--- config.mk ---
export PLATFORM = sky130hd
export DESIGN_NAME = t03_fetch_sequencer
export DESIGN_NICKNAME = d
export VERILOG_FILES = /design/src/rtl/t03_fetch_sequencer.sv
export SDC_FILE = /design/constraint.sdc
export NUM_CORES = 1
export LEC_CHECK = 0
export CAP_MARGIN = 20
export CORE_ASPECT_RATIO = 0.5
export CORE_MARGIN = 5
export CORE_UTILIZATION = 44
export CTS_CLUSTER_DIAMETER = 50
export DETAILED_ROUTE_END_ITERATION = 12
export PLACE_DENSITY = 0.86
export SYNTH_ARGS = -nofsm -noshare
export SYNTH_HDL_FRONTEND = slang
export SYNTH_SLANG_ARGS = --single-unit
--- constraint.sdc ---
create_clock -name clk -period 2.8 [get_ports clk]
set_input_delay 0.28 -clock clk [delete_from_list [all_inputs] [get_ports clk]]
set_output_delay 0.28 -clock clk [all_outputs]
set_load 0.1 [all_outputs]
--- src/rtl/t03_fetch_sequencer.sv ---
// rtl/t03_fetch_sequencer.sv - RV32I memory bus sequencer: instruction fetch vs load/store, PC freeze control
// Optional bus-ack timeout enabled by defining T03_BUS_TIMEOUT_EN.
module t03_fetch_sequencer #(
  parameter int unsigned TIMEOUT_CYCLES = 255
) (
  input  logic        clk,
  input  logic        rst,
  input  logic [31:0] fetch_addr,
  input  logic        ld_req,
  input  logic        st_req,
  input  logic [31:0] data_addr,
  input  logic [31:0] store_data,
  input  logic [3:0]  store_sel,
  input  logic        bus_ack,
  input  logic [31:0] bus_dat_i,
  output logic        bus_req,
  output logic        bus_we,
  output logic [31:0] bus_adr,
  output logic [31:0] bus_dat_o,
  output logic [3:0]  bus_sel,
  output logic        freeze_pc,
  output logic [31:0] instr,
  output logic        instr_valid,
  output logic [31:0] load_data,
  output logic        load_valid,
  output logic        bus_err
);

  localparam logic [2:0] S_IDLE  = 3'd0;
  localparam logic [2:0] S_FETCH = 3'd1;
  localparam logic [2:0] S_EXEC  = 3'd2;
  localparam logic [2:0] S_DATA  = 3'd3;
  localparam logic [2:0] S_WB    = 3'd4;

  localparam logic [31:0] NOP_INSTR = 32'h00000013;

  if (TIMEOUT_CYCLES < 1 || TIMEOUT_CYCLES > 255) begin : g_timeout_out_of_range
  end

  logic [2:0]  state_q, state_d;
  logic [31:0] bus_adr_q, bus_adr_d;
  logic [31:0] bus_dat_o_q, bus_dat_o_d;
  logic        bus_we_q, bus_we_d;
  logic [3:0]  bus_sel_q, bus_sel_d;
  logic [31:0] instr_q, instr_d;
  logic [31:0] load_data_q, load_data_d;
  logic        is_load_q, is_load_d;
  logic        bus_err_q, bus_err_d;
  logic        start_fetch;
`ifdef T03_BUS_TIMEOUT_EN
  localparam logic [7:0] TIMEOUT_LAST = 8'(TIMEOUT_CYCLES - 1);
  logic [7:0]  wait_cnt_q, wait_cnt_d;
`endif

  always_comb begin
    state_d     = state_q;
    bus_adr_d   = bus_adr_q;
    bus_dat_o_d = bus_dat_o_q;
    bus_we_d    = bus_we_q;
    bus_sel_d   = bus_sel_q;
    instr_d     = instr_q;
    load_data_d = load_data_q;
    is_load_d   = is_load_q;
    bus_err_d   = bus_err_q;
    start_fetch = 1'b0;
`ifdef T03_BUS_TIMEOUT_EN
    wait_cnt_d  = wait_cnt_q;
`endif

    case (state_q)
      S_IDLE: begin
        state_d     = S_FETCH;
        start_fetch = 1'b1;
      end
      S_FETCH: begin
        if (bus_ack) begin
          instr_d = bus_dat_i;
          state_d = S_EXEC;
        end
      end
      S_EXEC: begin
        if (ld_req || st_req) begin
          // Simultaneous ld/st requests resolve to a store.
          state_d     = S_DATA;
          bus_adr_d   = data_addr;
          bus_dat_o_d = store_data;
          bus_we_d    = st_req;
          bus_sel_d   = st_req ? store_sel : 4'hF;
          is_load_d   = !st_req;
        end else begin
          state_d     = S_FETCH;
          start_fetch = 1'b1;
        end
      end
      S_DATA: begin
        if (bus_ack) begin
          if (is_load_q) begin
            load_data_d = bus_dat_i;
          end
          state_d = S_WB;
        end
      end
      S_WB: begin
        state_d     = S_FETCH;
        start_fetch = 1'b1;
      end
      default: begin
        state_d = S_IDLE;
      end
    endcase

`ifdef T03_BUS_TIMEOUT_EN
    if ((state_q == S_FETCH || state_q == S_DATA) && !bus_ack) begin
      if (wait_cnt_q == TIMEOUT_LAST) begin
        bus_err_d   = 1'b1;
        state_d     = S_FETCH;
        start_fetch = 1'b1;
        if (state_q == S_FETCH) begin
          instr_d = NOP_INSTR;
        end else begin
          load_data_d = '0;
        end
      end else begin
        wait_cnt_d = wait_cnt_q + 8'd1;
      end
    end
    if (start_fetch || state_d == S_DATA) begin
      wait_cnt_d = '0;
    end
`endif

    if (start_fetch) begin
      bus_adr_d = fetch_addr;
      bus_we_d  = 1'b0;
      bus_sel_d = 4'hF;
    end
  end

  always_ff @(posedge clk or negedge rst) begin
    if (!rst) begin
      state_q     <= S_IDLE;
      bus_adr_q   <= '0;
      bus_dat_o_q <= '0;
      bus_we_q    <= 1'b0;
      bus_sel_q   <= '0;
      instr_q     <= NOP_INSTR;
      load_data_q <= '0;
      is_load_q   <= 1'b0;
      bus_err_q   <= 1'b0;
    end else begin
      state_q     <= state_d;
      bus_adr_q   <= bus_adr_d;
      bus_dat_o_q <= bus_dat_o_d;
      bus_we_q    <= bus_we_d;
      bus_sel_q   <= bus_sel_d;
      instr_q     <= instr_d;
      load_data_q <= load_data_d;
      is_load_q   <= is_load_d;
      bus_err_q   <= bus_err_d;
    end
  end

`ifdef T03_BUS_TIMEOUT_EN
  always_ff @(posedge clk or negedge rst) begin
    if (!rst) begin
      wait_cnt_q <= '0;
    end else begin
      wait_cnt_q <= wait_cnt_d;
    end
  end
`endif

  assign bus_req     = (state_q == S_FETCH) || (state_q == S_DATA);
  assign bus_we      = bus_we_q;
  assign bus_adr     = bus_adr_q;
  assign bus_dat_o   = bus_dat_o_q;
  assign bus_sel     = bus_sel_q;
  // The PC only advances in a non-memory EXEC or in WB, once per instruction.
  assign freeze_pc   = !(((state_q == S_EXEC) && !ld_req && !st_req) || (state_q == S_WB));
  assign instr       = instr_q;
  assign instr_valid = (state_q == S_EXEC);
  assign load_data   = load_data_q;
  assign load_valid  = (state_q == S_WB) && is_load_q;
  assign bus_err     = bus_err_q;

endmodule

Yosys cells after proc, flatten, opt, wreduce, memory -nomap -nowiden
Index checks and enable logic that the tools add are counted.
Word-level totals
  register bits after elaboration: 137
  bits in latches: 0
  bits in writable memories: 0
  bits in read-only memories: 0
  input port bits: 137
  memories kept: 0
Cells by class
  add/sub/neg operators: 0
  multiply operators: 0
  div/mod/pow operators: 0
  $lt $le $gt $ge: 0
  equal/unequal tests: 6
  shift-type cells: 0
  mux-type cells: 16
  bitwise operators: 0
  reductions and logical operators: 18
Operators by type and width (number)
  32-bit two-way mux: 3
  4-bit two-way mux: 4
  3-bit case mux with 4 select lines: 1
  2-bit AND reduction: 4
  3-bit by 2-bit equality test with 1-bit output (second input constant): 2
  3-bit two-way mux: 2
  1-bit two-way mux: 4
  2-bit != test (second input constant): 2
  2-bit nonzero test: 2
  3-bit by 1-bit equality test with 1-bit output (second input constant): 1
  3-bit equality test (second input constant): 1
  1-bit logical AND: 3
  1-bit zero test: 3
  3-bit zero test: 1
  1-bit logical OR: 3
  3-bit AND reduction: 1
  2-bit two-way mux: 1
  1-bit case mux with 2 select lines: 1
  2-bit OR reduction: 1

Logic depth before layout (Yosys ltp)
  word-level depth: 5
  depth in mapped cells: 5

Worst setup path before layout
Ideal clock, no wire load.
  path kind: register to output
  start point: register state_q[1]
  end point: output freeze_pc
  data arrival time: 2.345 ns
  required time: 2.520 ns
  path slack: 0.175 ns
  stages on the path, launching flop included: 5
  path through: dfrtp_1 clkbuf_1 clkbuf_1 nor2b_1 o21ai_1
Between the ends
  cells in the longest elaborated chain, start to end: 5
  elaborated cells on any way between the ends: 6
  those cells by class: eq/ne: 2; reduce/logical: 4
RTL lines
  start: declaration: RTL line 40  | logic [2:0] state_q, state_d;
  start signal: assignment: RTL line 151  | state_q <= state_d;
  3-bit by 2-bit equality test with 1-bit output: RTL line 179  | assign freeze_pc = !(((state_q == S_EXEC) && !ld_req && !st_req) || (state_q == S_WB));
  1-bit logical AND (2 in series): RTL line 179
  1-bit logical OR *: RTL line 179
  1-bit zero test *: RTL line 179
  end: declaration: RTL line 21  | output logic freeze_pc,
Mark *: on every way between the ends. The rest lies on a longest branch, timed or not.

Worst setup path after layout
  start point: register state_q[2]
  end point: output instr_valid
Between the ends
  cells in the longest elaborated chain, start to end: 1
RTL lines
  3-bit by 2-bit equality test with 1-bit output: RTL line 181  | assign instr_valid = (state_q == S_EXEC);
  end: declaration: RTL line 23  | output logic instr_valid,
No other way between the ends.

==> implementation parameters <==
Parameter                              Value

Outcome
  Result of the run    complete, no violations

Routing
  Routed length on met2    9530 um
  Total vias in the final route    4617
  Detailed-router iteration count before antenna repair    5
  Antenna viol nets, final    0
  Number of vias per cell after detailed routing    5.18
  Routed length on met3    781 um
  Number of remaining DRC errors    0
  Iter 0 DRT Violations    288
  Routed length per instance    19.5 um
  Post-detailed-routing wire length    roughly 17000 um
  Top metal layer carrying routed signals    met4
  WL met1    6620 um

Critical path
  Setup CP Type    reg -> out
  Reg-to-reg endpoint    bus_dat_o[28]$_DFFE_PN0P_
  Length in cells of the worst reg-to-reg path    4
  Crit-path max FO    34
  Setup slack of the most critical reg-to-reg path    0.84 ns
  Crit path depth    4
  CP Launch Type    register
  Beginning of the worst register-to-register path    state_q[2]$_DFFE_PN0P_
  Worst Path Required    2.52 ns
  Endpoint of the most critical setup path    instr_valid
  Worst EP arrival    1.90 ns
  Slowest cell on the critical path    sky130_fd_sc_hd__dfrtp_1
  Delay of the slowest critical-path stage    0.50 ns
  Critical Path Sink Type    primary output
  Worst Setup SP    state_q[2]$_DFFE_PN0P_
  Critical Path, Cell by Cell    nor2_2 -> buf_4 -> and2_1 -> buf_12
  Kind of cell adding the most delay to the critical path    buffers and inverters
  Number of buffer and inverter stages on the critical path    2

Place
  Count of input and output buffers    around 270
  Sum of net half-perimeters after detailed placement    12700 um
  Final weighted congestion of routability-driven global placement    0.834

Synth
  Avg Inst Size Synth    13.3 sq um
  Post-synthesis share of cell area spent on xor and xnor gates    0%
  Largest family of logic cells by synthesized area    multiplexers
  Seq/Total Area, Yosys    about three fifths
  Syn_nets    570
  Gate Count Post-Synth    433
  Fraction of the mapped netlist area in simple logic gates    under 10%
  Netlist area before placement    5770 sq um
  Yosys cell types    32
  Share of synthesized area spent on multiplexers    24.3%
  Flops & latches, synth    137
  Share of synthesized cell area in full adder, half adder and majority cells    0%
  Synthesized-area fraction occupied by ao, oa, aoi and oai cells    7.73%
  Ys Warns    0

Clock network
  Latest clock arrival within the worst-skew pair    just over 0.4 ns
  Clock tree from TritonCTS    yes
  Number of sinks on the clock net    around 140
  Buffers inserted during post-CTS setup optimization    0
  Clock transition at the registers of the reported paths    0.06 ns
  H-tree levels    4
  TritonCTS Buffers    17
  Root buffer cell    sky130_fd_sc_hd__clkbuf_16
  Longest Clk Path Bufs    2

Final layout
  Share of final-layout standard cells stronger than drive strength 1    approximately a quarter
  Most common library cell in the layout ignoring fill and taps    sky130_fd_sc_hd__buf_4
  Diodes inserted    0
  Area of the multi-input gates    2180 sq um
  Number of fill cells in the layout    approximately 940
  Synthesis-to-finish area growth    56.4%
  Sequential Area    3430 sq um
  Nets    845
  Top library cells by usage in the layout, fill and taps aside    146 x sky130_fd_sc_hd__buf_4, 135 x sky130_fd_sc_hd__clkdlybuf4s50_1, 134 x sky130_fd_sc_hd__dfrtp_1, 95 x sky130_fd_sc_hd__mux2_1, 41 x sky130_fd_sc_hd__a21oi_1

Timing
  Total negative setup slack    0 ns
  Final setup vio count    0
  Worst Clk Skew    between 0.01 and 0.015 ns
  Crit share post-route    78.0%
  Setup repair after global routing missed its margin    false
  Final Hold Viols    0
  Worst-case headroom to the max-slew limit    51.0%
  Final slew viol count    0
  Maximum operating frequency    458 MHz
  Final min period    2.18 ns
  Transition time of the tightest slew-check pin    0.734 ns

Global route
  Pin count of the biggest net entering global routing    78
  Via count of the first global-routing pass    just under 5000
  First-pass GRT wire length    26900 um
  Total congestion overflow after global routing    0
  Total GRT Usage    around 22%
  Number of antenna violations at the first check in global routing    0

Floorplanning
  Die boundary height    90.9 um
  Floorplan Core Area    between 10000 and 15000 sq um
  Initial core utilization    between 40 and 50%
  Horizontal die dimension    172 um
  Number of I/O pins    275
  Number of standard-cell rows in the floorplan    29
  Die area    roughly 16000 sq um

Job
  Max-cap violation count    0

Min path
  Class of the tightest hold or removal check    in -> reg
-- metrics by stage --
stage,worst slack [ns],hold WS (ns),utilization (%),instances,instance area [sq um]
CTS,0.601,0.455,70.8,891,9020
detailed placement,0.640,0.377,65.7,858,8370
finish,0.615,0.465,70.8,891,9020
floorplan,0.175,-0.0156,-,433,5770
global route,0.517,0.469,70.8,891,9020
global placement,0.657,0.364,65.7,858,8370
-- worst min-delay path by stage --
stage                     cells past startpoint           from                        end
after floorplan                               0            rst     bus_adr[0]$_DFFE_PN0P_
after global placement                        1            rst  load_data[21]$_DFFE_PN0P_
after detailed placement                      1            rst  load_data[26]$_DFFE_PN0P_
after CTS                                     2  store_data[7]   bus_dat_o[7]$_DFFE_PN0P_
after global routing                          2  store_data[7]   bus_dat_o[7]$_DFFE_PN0P_
final                                         2  store_data[3]   bus_dat_o[3]$_DFFE_PN0P_
-- routing by layer --
| layer | global-route usage [%] | vias to the layer above |
|---|---|---|
| met1 | 25.5 | 2349 |
| met5 | 0 | - |
| met2 | 39.9 | 135 |
| met3 | 3.77 | 28 |
| li1 | - | 2105 |
| met4 | 7.85 | 0 |
-- kinds of logic after synthesis --
group,after synthesis
flops,137
mux,128
compound gates,79
simple gates,56
buf+inv,32
other cells,1
-- cell type report --
type	count	area share, %
Clock buffer	20	4.95
Inverter	1	0.0416
Clock inverter	12	2.08
Sequential cell	137	38.1
Multi-Input combinational cell	264	24.2
Timing Repair Buffer	287	28.3
Tap cell	170	2.36
-- synthesized netlist by cell type, drive strengths merged --
cell type  count  area [sq um]
a21oi         42           210
a22o           1          8.76
a22oi          1          7.51
a31oi          1          6.26
and2           1          6.26
and2b          1          7.51
and3b          1          8.76
buf           19           104
clkbuf        12          45.0
conb           1          3.75
dfrtp        134          3350
dfstp          3          78.8
inv            1          3.75
mux2          96          1080
mux2i         32           320
nand2          6          22.5
nand2b        32           200
nand3          1          10.0
nand4          1          6.26
nor2           7          28.8
nor2b          1          6.26
nor3           1          5.00
nor3b          1          7.51
o21ai          1          5.00
o21bai         1          7.51
o22ai         32           200
or2            2          12.5
or3b           1          8.76
-- worst reg2reg max path, delay by kind of cell (launching register included) --
family / cells / cell delay, ns
buffers and inverters: 1 / 0.38
DFF: 1 / 0.50
muxes: 1 / 0.32
and+or+nand+nor: 2 / 0.64
-- registers in the layout (all words and copies together) (netlist names) --
signal     count
is_load_q      1
instr         32
state_q        3
bus_sel        4
bus_adr       32
load_data     32
bus_dat_o     32
bus_we         1
-- what timing repair did --
| action | 4_1_cts | 5_1_grt |
|---|---|---|
| endpoints found under the hold margin | 72 | 0 |
| hold buffers | 1 | 0 |
| gates resized for setup | 0 | 0 |
| endpoints found under the setup margin | 0 | 0 |
Power is left out: the tool's default activity adds up to more than one toggle a clock period on the data nets, which glitch-free logic cannot reach.
